===== config.mk =====
export PLATFORM = sky130hd
export DESIGN_NAME = reg_wb_unit
export DESIGN_NICKNAME = d
export VERILOG_FILES = /design/src/rtl/core_param.sv /design/src/rtl/wb_fifo.sv /design/src/rtl/reg_wb_unit.sv
export SDC_FILE = /design/constraint.sdc
export NUM_CORES = 1
export LEC_CHECK = 0
export BUFFER_PORTS_ARGS = -buffer_cell sky130_fd_sc_hd__buf_2
export CORE_MARGIN = 4
export CORE_UTILIZATION = 50
export DETAILED_ROUTE_END_ITERATION = 10
export PLACE_DENSITY_LB_ADDON = 0.12
export SETUP_SLACK_MARGIN = 0.05
export SYNTH_ARGS = -nofsm -noshare
export SYNTH_HDL_FRONTEND = slang
export SYNTH_HIERARCHICAL = 1
export SYNTH_SLANG_ARGS = --single-unit

===== constraint.sdc =====
create_clock -name clk_i -period 3.5 [get_ports clk_i]
set_input_delay 0.7 -clock clk_i [delete_from_list [all_inputs] [get_ports clk_i]]
set_output_delay 0.7 -clock clk_i [all_outputs]
set_load 0.05 [all_outputs]

===== src/rtl/core_param.sv =====
// Shared register-file parameters and types for the integer core.
package core_param;

  typedef logic [4:0]  RegAddrBus;
  typedef logic [31:0] RegBus;

  localparam int unsigned RegNum        = 32;
  localparam RegAddrBus   ZeroReg       = 5'd0;
  localparam RegBus       ZeroWord      = 32'h0;
  localparam logic        REGWEN_ENABLE = 1'b1;
  localparam int unsigned LdDepth       = 2;

  function automatic logic is_zero_reg(input RegAddrBus rd);
    return rd == ZeroReg;
  endfunction

endpackage


===== src/rtl/wb_fifo.sv =====
// Synchronous FIFO holding {rd, data} load responses awaiting write-back.
module wb_fifo #(
  parameter int unsigned Depth = 2,
  parameter int unsigned Width = 37
) (
  input  logic             clk_i,
  input  logic             rst_i,
  input  logic             push_i,
  input  logic [Width-1:0] wdata_i,
  input  logic             pop_i,
  output logic [Width-1:0] rdata_o,
  output logic             full_o,
  output logic             empty_o
);

  localparam int unsigned AddrW = $clog2(Depth);

  logic [Width-1:0] mem_q [Depth];
  logic [AddrW:0]   wr_ptr_q, wr_ptr_d;
  logic [AddrW:0]   rd_ptr_q, rd_ptr_d;
  logic             do_push, do_pop;

  // Extra pointer bit distinguishes full from empty when the indices match.
  assign full_o  = (wr_ptr_q[AddrW] != rd_ptr_q[AddrW]) &&
                   (wr_ptr_q[AddrW-1:0] == rd_ptr_q[AddrW-1:0]);
  assign empty_o = (wr_ptr_q == rd_ptr_q);
  assign rdata_o = mem_q[rd_ptr_q[AddrW-1:0]];

  always_comb begin
    do_push  = push_i && !full_o;
    do_pop   = pop_i && !empty_o;
    wr_ptr_d = wr_ptr_q;
    rd_ptr_d = rd_ptr_q;
    if (do_push) wr_ptr_d = wr_ptr_q + 1'b1;
    if (do_pop)  rd_ptr_d = rd_ptr_q + 1'b1;
  end

  always_ff @(posedge clk_i or negedge rst_i) begin
    if (!rst_i) begin
      wr_ptr_q <= '0;
      rd_ptr_q <= '0;
    end else begin
      wr_ptr_q <= wr_ptr_d;
      rd_ptr_q <= rd_ptr_d;
    end
  end

  always_ff @(posedge clk_i) begin
    if (do_push) mem_q[wr_ptr_q[AddrW-1:0]] <= wdata_i;
  end

endmodule


===== src/rtl/reg_wb_unit.sv =====
// Register-file write-back: merges ALU results and buffered load responses, and tracks
// busy load destinations for hazard detection. LD_BYPASS_EN enables the empty-FIFO bypass.
module reg_wb_unit
  import core_param::*;
#(
  parameter int unsigned LD_DEPTH = LdDepth,
  parameter int unsigned XLEN     = 32
) (
  input  logic            clk_i,
  input  logic            rst_i,
  input  logic            alu_valid_i,
  input  logic [4:0]      alu_rd_i,
  input  logic [XLEN-1:0] alu_data_i,
  input  logic            ld_issue_i,
  input  logic [4:0]      ld_rd_i,
  output logic            ld_issue_ready_o,
  input  logic            ld_rsp_valid_i,
  output logic            ld_rsp_ready_o,
  input  logic [4:0]      ld_rsp_rd_i,
  input  logic [XLEN-1:0] ld_rsp_data_i,
  input  logic [4:0]      chk_rs1_i,
  input  logic [4:0]      chk_rs2_i,
  input  logic [4:0]      chk_rd_i,
  output logic            hazard_o,
  output logic            RegWEn_o,
  output logic [4:0]      AddrD_o,
  output logic [XLEN-1:0] DataD_o
);

  localparam int unsigned CntW   = $clog2(LD_DEPTH + 1);
  localparam int unsigned EntryW = 5 + XLEN;

  logic [RegNum-1:0] busy_q, busy_d;
  logic [CntW-1:0]   cnt_q, cnt_d;
  logic              wen_q, wen_d;
  logic [4:0]        addr_q, addr_d;
  logic [XLEN-1:0]   data_q, data_d;

  logic              fifo_full, fifo_empty;
  logic [EntryW-1:0] head;
  logic [4:0]        head_rd;
  logic [XLEN-1:0]   head_data;
  logic              pop, push, rsp_acc, bypass, issue, complete;
  logic [4:0]        comp_rd;

  assign head_rd   = head[EntryW-1:XLEN];
  assign head_data = head[XLEN-1:0];

  wb_fifo #(
    .Depth (LD_DEPTH),
    .Width (EntryW)
  ) u_fifo (
    .clk_i   (clk_i),
    .rst_i   (rst_i),
    .push_i  (push),
    .wdata_i ({ld_rsp_rd_i, ld_rsp_data_i}),
    .pop_i   (pop),
    .rdata_o (head),
    .full_o  (fifo_full),
    .empty_o (fifo_empty)
  );

  assign ld_rsp_ready_o   = !fifo_full;
  assign ld_issue_ready_o = (32'(cnt_q) < LD_DEPTH) && !busy_q[ld_rd_i];
  assign hazard_o         = busy_q[chk_rs1_i] | busy_q[chk_rs2_i] | busy_q[chk_rd_i];

  assign rsp_acc = ld_rsp_valid_i && !fifo_full;
  assign pop     = !alu_valid_i && !fifo_empty;
`ifdef LD_BYPASS_EN
  assign bypass  = rsp_acc && !alu_valid_i && fifo_empty;
`else
  assign bypass  = 1'b0;
`endif
  assign push     = rsp_acc && !bypass;
  assign issue    = ld_issue_i && ld_issue_ready_o;
  assign complete = pop || bypass;
  assign comp_rd  = pop ? head_rd : ld_rsp_rd_i;

  always_comb begin
    wen_d  = ~REGWEN_ENABLE;
    addr_d = addr_q;
    data_d = data_q;
    if (alu_valid_i) begin
      wen_d  = is_zero_reg(alu_rd_i) ? ~REGWEN_ENABLE : REGWEN_ENABLE;
      addr_d = alu_rd_i;
      data_d = alu_data_i;
    end else if (pop) begin
      wen_d  = is_zero_reg(head_rd) ? ~REGWEN_ENABLE : REGWEN_ENABLE;
      addr_d = head_rd;
      data_d = head_data;
    end else if (bypass) begin
      wen_d  = is_zero_reg(ld_rsp_rd_i) ? ~REGWEN_ENABLE : REGWEN_ENABLE;
      addr_d = ld_rsp_rd_i;
      data_d = ld_rsp_data_i;
    end
  end

  always_comb begin
    busy_d = busy_q;
    cnt_d  = cnt_q + CntW'(issue) - CntW'(complete);
    if (complete) busy_d[comp_rd] = 1'b0;
    // x0 never becomes busy, so loads to x0 only consume a count slot.
    if (issue && !is_zero_reg(ld_rd_i)) busy_d[ld_rd_i] = 1'b1;
  end

  always_ff @(posedge clk_i or negedge rst_i) begin
    if (!rst_i) begin
      busy_q <= '0;
      cnt_q  <= '0;
      wen_q  <= ~REGWEN_ENABLE;
      addr_q <= ZeroReg;
      data_q <= '0;
    end else begin
      busy_q <= busy_d;
      cnt_q  <= cnt_d;
      wen_q  <= wen_d;
      addr_q <= addr_d;
      data_q <= data_d;
    end
  end

  assign RegWEn_o = wen_q;
  assign AddrD_o  = addr_q;
  assign DataD_o  = data_q;

  a_issue_ready: assert property (@(posedge clk_i) disable iff (!rst_i)
    ld_issue_i |-> ld_issue_ready_o);
  a_rsp_busy: assert property (@(posedge clk_i) disable iff (!rst_i)
    (rsp_acc && !is_zero_reg(ld_rsp_rd_i)) |-> busy_q[ld_rsp_rd_i]);

endmodule


==> run summary <==
GLOBAL ROUTING
------------------------------------------------------------------------------------
Vias in the first global route ........................................         5608
Pin count of the biggest net entering global routing ..................           77
Antenna violations before repair ......................................            1
Global-route wire length before repair ................................     29.44 mm
Grt total ovfl ........................................................            0
M2 GR Usage ...........................................................       0.3591
Combined global-route utilization of all metal layers .................       0.2299
Met1 routing resource usage after global routing ......................       0.2992
GRT Max-Usage Layer ...................................................         met2
Met3 track utilization from global routing ............................      0.05649

DRT
------------------------------------------------------------------------------------
Number of remaining DRC errors ........................................            0
Vias after detailed routing ...........................................         5445
Final routed wirelength across all metal layers .......................     18.61 mm
Antenna violation net count after detailed routing ....................            0
First-pass iteration count of the detailed router .....................            5
Starting DRC count in detailed routing ................................          416
DR WL/cell ............................................................     20.41 µm
DR vias/cell ..........................................................        5.970

YOSYS
------------------------------------------------------------------------------------
Most common flop cell mapped by yosys ................................. sky130_fd_sc_hd__dfrtp_1
Synthesis Warnings ....................................................            6
Area leader, netlist .................................................. sky130_fd_sc_hd__edfxtp_1
List of most frequent post-synthesis cells ............................ sky130_fd_sc_hd__o21ai_0 (92), sky130_fd_sc_hd__dfrtp_1 (76), sky130_fd_sc_hd__edfxtp_1 (74)
Sequential element share of the synthesized area ......................       0.5554
Synth top area cells .................................................. sky130_fd_sc_hd__edfxtp_1 (30%), sky130_fd_sc_hd__dfrtp_1 (26%), sky130_fd_sc_hd__mux2i_1 (6.7%)
Most frequently used cell type in the post-synthesis netlist .......... sky130_fd_sc_hd__o21ai_0
Proportion of synthesized flip-flops having asynchronous set or reset .       0.5067
Synthesized netlist net count .........................................          683
Post-synthesis cell count .............................................          582
Yosys top cell area share .............................................       0.2993
Number of library cell types mapped by synthesis ......................           56
Number of flops mapped to enable cells by yosys .......................           74
Average footprint of a synthesized cell ...............................    12.76 µm²
Yosys reg bits ........................................................          150
Synthesized cell area .................................................     7425 µm²

CRITICAL PATH
------------------------------------------------------------------------------------
Capture point of the critical path .................................... ld_issue_ready_o
Depth of the most critical reg-to-reg path ............................            8
Reg-to-Reg End ........................................................ busy_q[7]$_DFF_PN0_
Cell with the biggest individual delay on the critical path ........... sky130_fd_sc_hd__mux4_1
Cell-by-cell listing of the critical path ............................. buf_2 -> mux4_1 -> mux2_2 -> a21boi_1 -> and3_1 -> buf_2
Arrival time at the worst endpoint ....................................      2.57 ns
Reg2reg start ......................................................... u_fifo/rd_ptr_q[0]$_DFFE_PN0P_
Setup slack on the worst flop-to-flop path ............................      0.58 ns
Biggest cell delay along the critical path ............................      0.58 ns
Required time reported for the critical path endpoint .................      2.80 ns
Maximum net fanout on the critical path ...............................           14
CP dominant cell by count ............................................. sky130_fd_sc_hd__buf_2
Crit path launch ......................................................   ld_rd_i[1]
Setup crit start kind .................................................   input port
Endpoint type of the worst setup path .................................   output pin
Start-to-end type of the worst setup path .............................    in -> out

STA
------------------------------------------------------------------------------------
Worst relative slew slack .............................................       0.3183
Fmax ..................................................................    305.9 MHz
Skew final ............................................................  0.006092 ns
Final hold violation count ............................................            0
Fin Setup TNS .........................................................         0 ns
Worst Tran Pin Value ..................................................     1.023 ns
Number of slew-limit violations in the final report ...................            0
Setup repair after global routing missed its margin ...................           no
Final critical delay including setup and external delays ..............     3.269 ns
PnR worst setup slack .................................................    0.2312 ns
Count of endpoints failing setup in the final report ..................            0
Final worst path period share .........................................       0.9339

PLACEMENT
------------------------------------------------------------------------------------
# port buffers ........................................................          139
RD Place Congestion ...................................................       0.9242
Post-DP Area ..........................................................     8253 µm²
Post-detail-place hpwl ................................................     12.85 mm
Minimum setup slack after placement ...................................    0.1655 ns

CLOCK NETWORK
------------------------------------------------------------------------------------
Number of clock buffers inserted by TritonCTS .........................           17
Count of hold-fix buffers inserted at cts .............................            0
Maximum count of clock buffers along a single path ....................            2
Clk pin slew, worst setup/hold paths ..................................      0.06 ns
Number of H-tree branching levels .....................................            4
Clock latency on the worst-skew pair ..................................      0.42 ns
TritonCTS clock tree ..................................................          yes
Library cell used as clock root buffer ................................ sky130_fd_sc_hd__clkbuf_16
Number of sinks driven by the clock tree ..............................          150

PWR
------------------------------------------------------------------------------------
Clock group share of total power ......................................        0.214
Share of power burned in combinational logic ..........................        0.416
Sequential fraction of design power ...................................        0.370
Switching pwr .........................................................     3.505 mW
Static leakage power ..................................................     3.548 nW
Switching portion of total power ......................................       0.4118
Ratio of total power to cell area ..................................... 961.7 nW/µm²
Internal power ........................................................     5.006 mW
IR drop worst, VDD ....................................................     559.8 µV

FINISH
------------------------------------------------------------------------------------
Number of filler instances in the final layout ........................         1228
Final non-filler cell area ............................................     8851 µm²
Layout cells sized above 1 ............................................       0.3352
NumNets Final .........................................................          816
Antenna diode instance count ..........................................            0
Area growth, synth to finish ..........................................       19.21%

RUN
------------------------------------------------------------------------------------
Maximum Capacitance Violations ........................................            0

FLOORPLANNING
------------------------------------------------------------------------------------
X dimension of the die ................................................     129.9 µm
Total Die Area ........................................................    16860 µm²
Ports .................................................................          140
Placeable core area ...................................................    14530 µm²
Height of the chip ....................................................     129.9 µm
Placement Rows ........................................................           44
Starting density of the core ..........................................       0.5108

OUTCOME
------------------------------------------------------------------------------------
Outcome ............................................................... complete, no violations

MIN PATH
------------------------------------------------------------------------------------
Worst min-delay path category .........................................  in -> async

## cell families (layout without fill, tap and decap cells)
group                      Yosys count  after routing  synth area share
muxes                              123            123            0.2105
AOI/OAI and AO/OA                  138            138            0.1102
DFF                                150            150            0.5554
and+or+nand+nor                    128            128           0.08747
xor gates and xnor gates             5              5          0.006911
buffers and inverters               36            182           0.02612
adders and majority gates            2              2          0.003370
## placed cells by master, fill, tap and decap left out, types with 6 or more instances in the layout
master	count
sky130_fd_sc_hd__mux2i_1	50
sky130_fd_sc_hd__edfxtp_1	74
sky130_fd_sc_hd__nor2b_1	10
sky130_fd_sc_hd__a21oi_1	6
sky130_fd_sc_hd__nand3b_1	8
sky130_fd_sc_hd__mux2_2	38
sky130_fd_sc_hd__mux4_2	16
sky130_fd_sc_hd__o21ai_0	92
sky130_fd_sc_hd__buf_4	8
sky130_fd_sc_hd__buf_2	138
sky130_fd_sc_hd__nand2_1	56
sky130_fd_sc_hd__o22ai_1	6
sky130_fd_sc_hd__nor2_1	10
sky130_fd_sc_hd__nand3_1	8
sky130_fd_sc_hd__dfrtp_1	75
sky130_fd_sc_hd__clkbuf_16	17
sky130_fd_sc_hd__nand2b_1	8
sky130_fd_sc_hd__nor3_1	7
sky130_fd_sc_hd__mux2_1	15
## critical path, delay by kind of cell
kind / cells / cell delay (ns)
mux: 2 / 0.86
buf+inv: 2 / 0.56
simple gates: 1 / 0.22
compound gates: 1 / 0.22
## final cells by class
class,count,area (µm²),area share
clock buffers,19,452.9,0.05117
clock inverters,13,145.1,0.01640
inverters,4,15.01,0.001696
multi-input cells,396,3132,0.3538
flip-flops and latches,150,4125,0.4661
well taps,184,230.2,0.02601
repair buffers,146,750.7,0.08482
## timing repair
action,CTS,global route
setup endpoints to repair,0,1
buffers inserted,0,0
gates resized for setup,0,1
## power groups by stage
stage / combinational [mW] / sequential, mW / clock [mW]
finish: 3.54 / 3.15 / 1.82
floorplan: 2.17 / 3.55 / 0
detailed placement: 3.56 / 3.17 / 0
global placement: 3.50 / 3.14 / 0
CTS: 3.58 / 3.14 / 1.85
global route: 3.85 / 3.21 / 1.93
## metrics by stage
step                        util  std cells  power (mW)  hold WS (ns)
after floorplan                -        582       5.719        0.4044
after global placement    0.5678        880       6.641        0.4637
after detailed placement  0.5678        880       6.725        0.4711
after CTS                 0.6090        912       8.566        0.4462
after global routing      0.6090        912       8.995        0.4508
final                     0.6090        912       8.512        0.4502
## how the worst min path moves through the flow
stage	to	slack (ns)	cells past startpoint
CTS	u_fifo/mem_q[1][2]$_DFFE_PP_	0.45	1
detailed placement	cnt_q[0]$_DFF_PN0_	0.47	1
global route	u_fifo/mem_q[0][32]$_DFFE_PP_	0.45	1
finish	cnt_q[1]$_DFF_PN0_	0.45	1
floorplan	AddrD_o[0]$_DFFE_PN0P_	0.40	0
global placement	cnt_q[0]$_DFF_PN0_	0.46	1
## flip-flops by register name (all words and copies together), names as in the netlist
name	count
AddrD_o	5
DataD_o	32
RegWEn_o	1
busy_q	32
cnt_q	2
u_fifo/mem_q	74
u_fifo/rd_ptr_q	2
u_fifo/wr_ptr_q	2
## metal layers
layer	wire length, µm	vias to the layer above	part of all wire
met3	1487	60	0.080
met4	645	2	0.035
met1	7616	2653	0.41
met2	8852	241	0.48
li1	-	2489	-
met5	12	-	0.00064
Note: power is estimated with default switching activity, not from simulation.
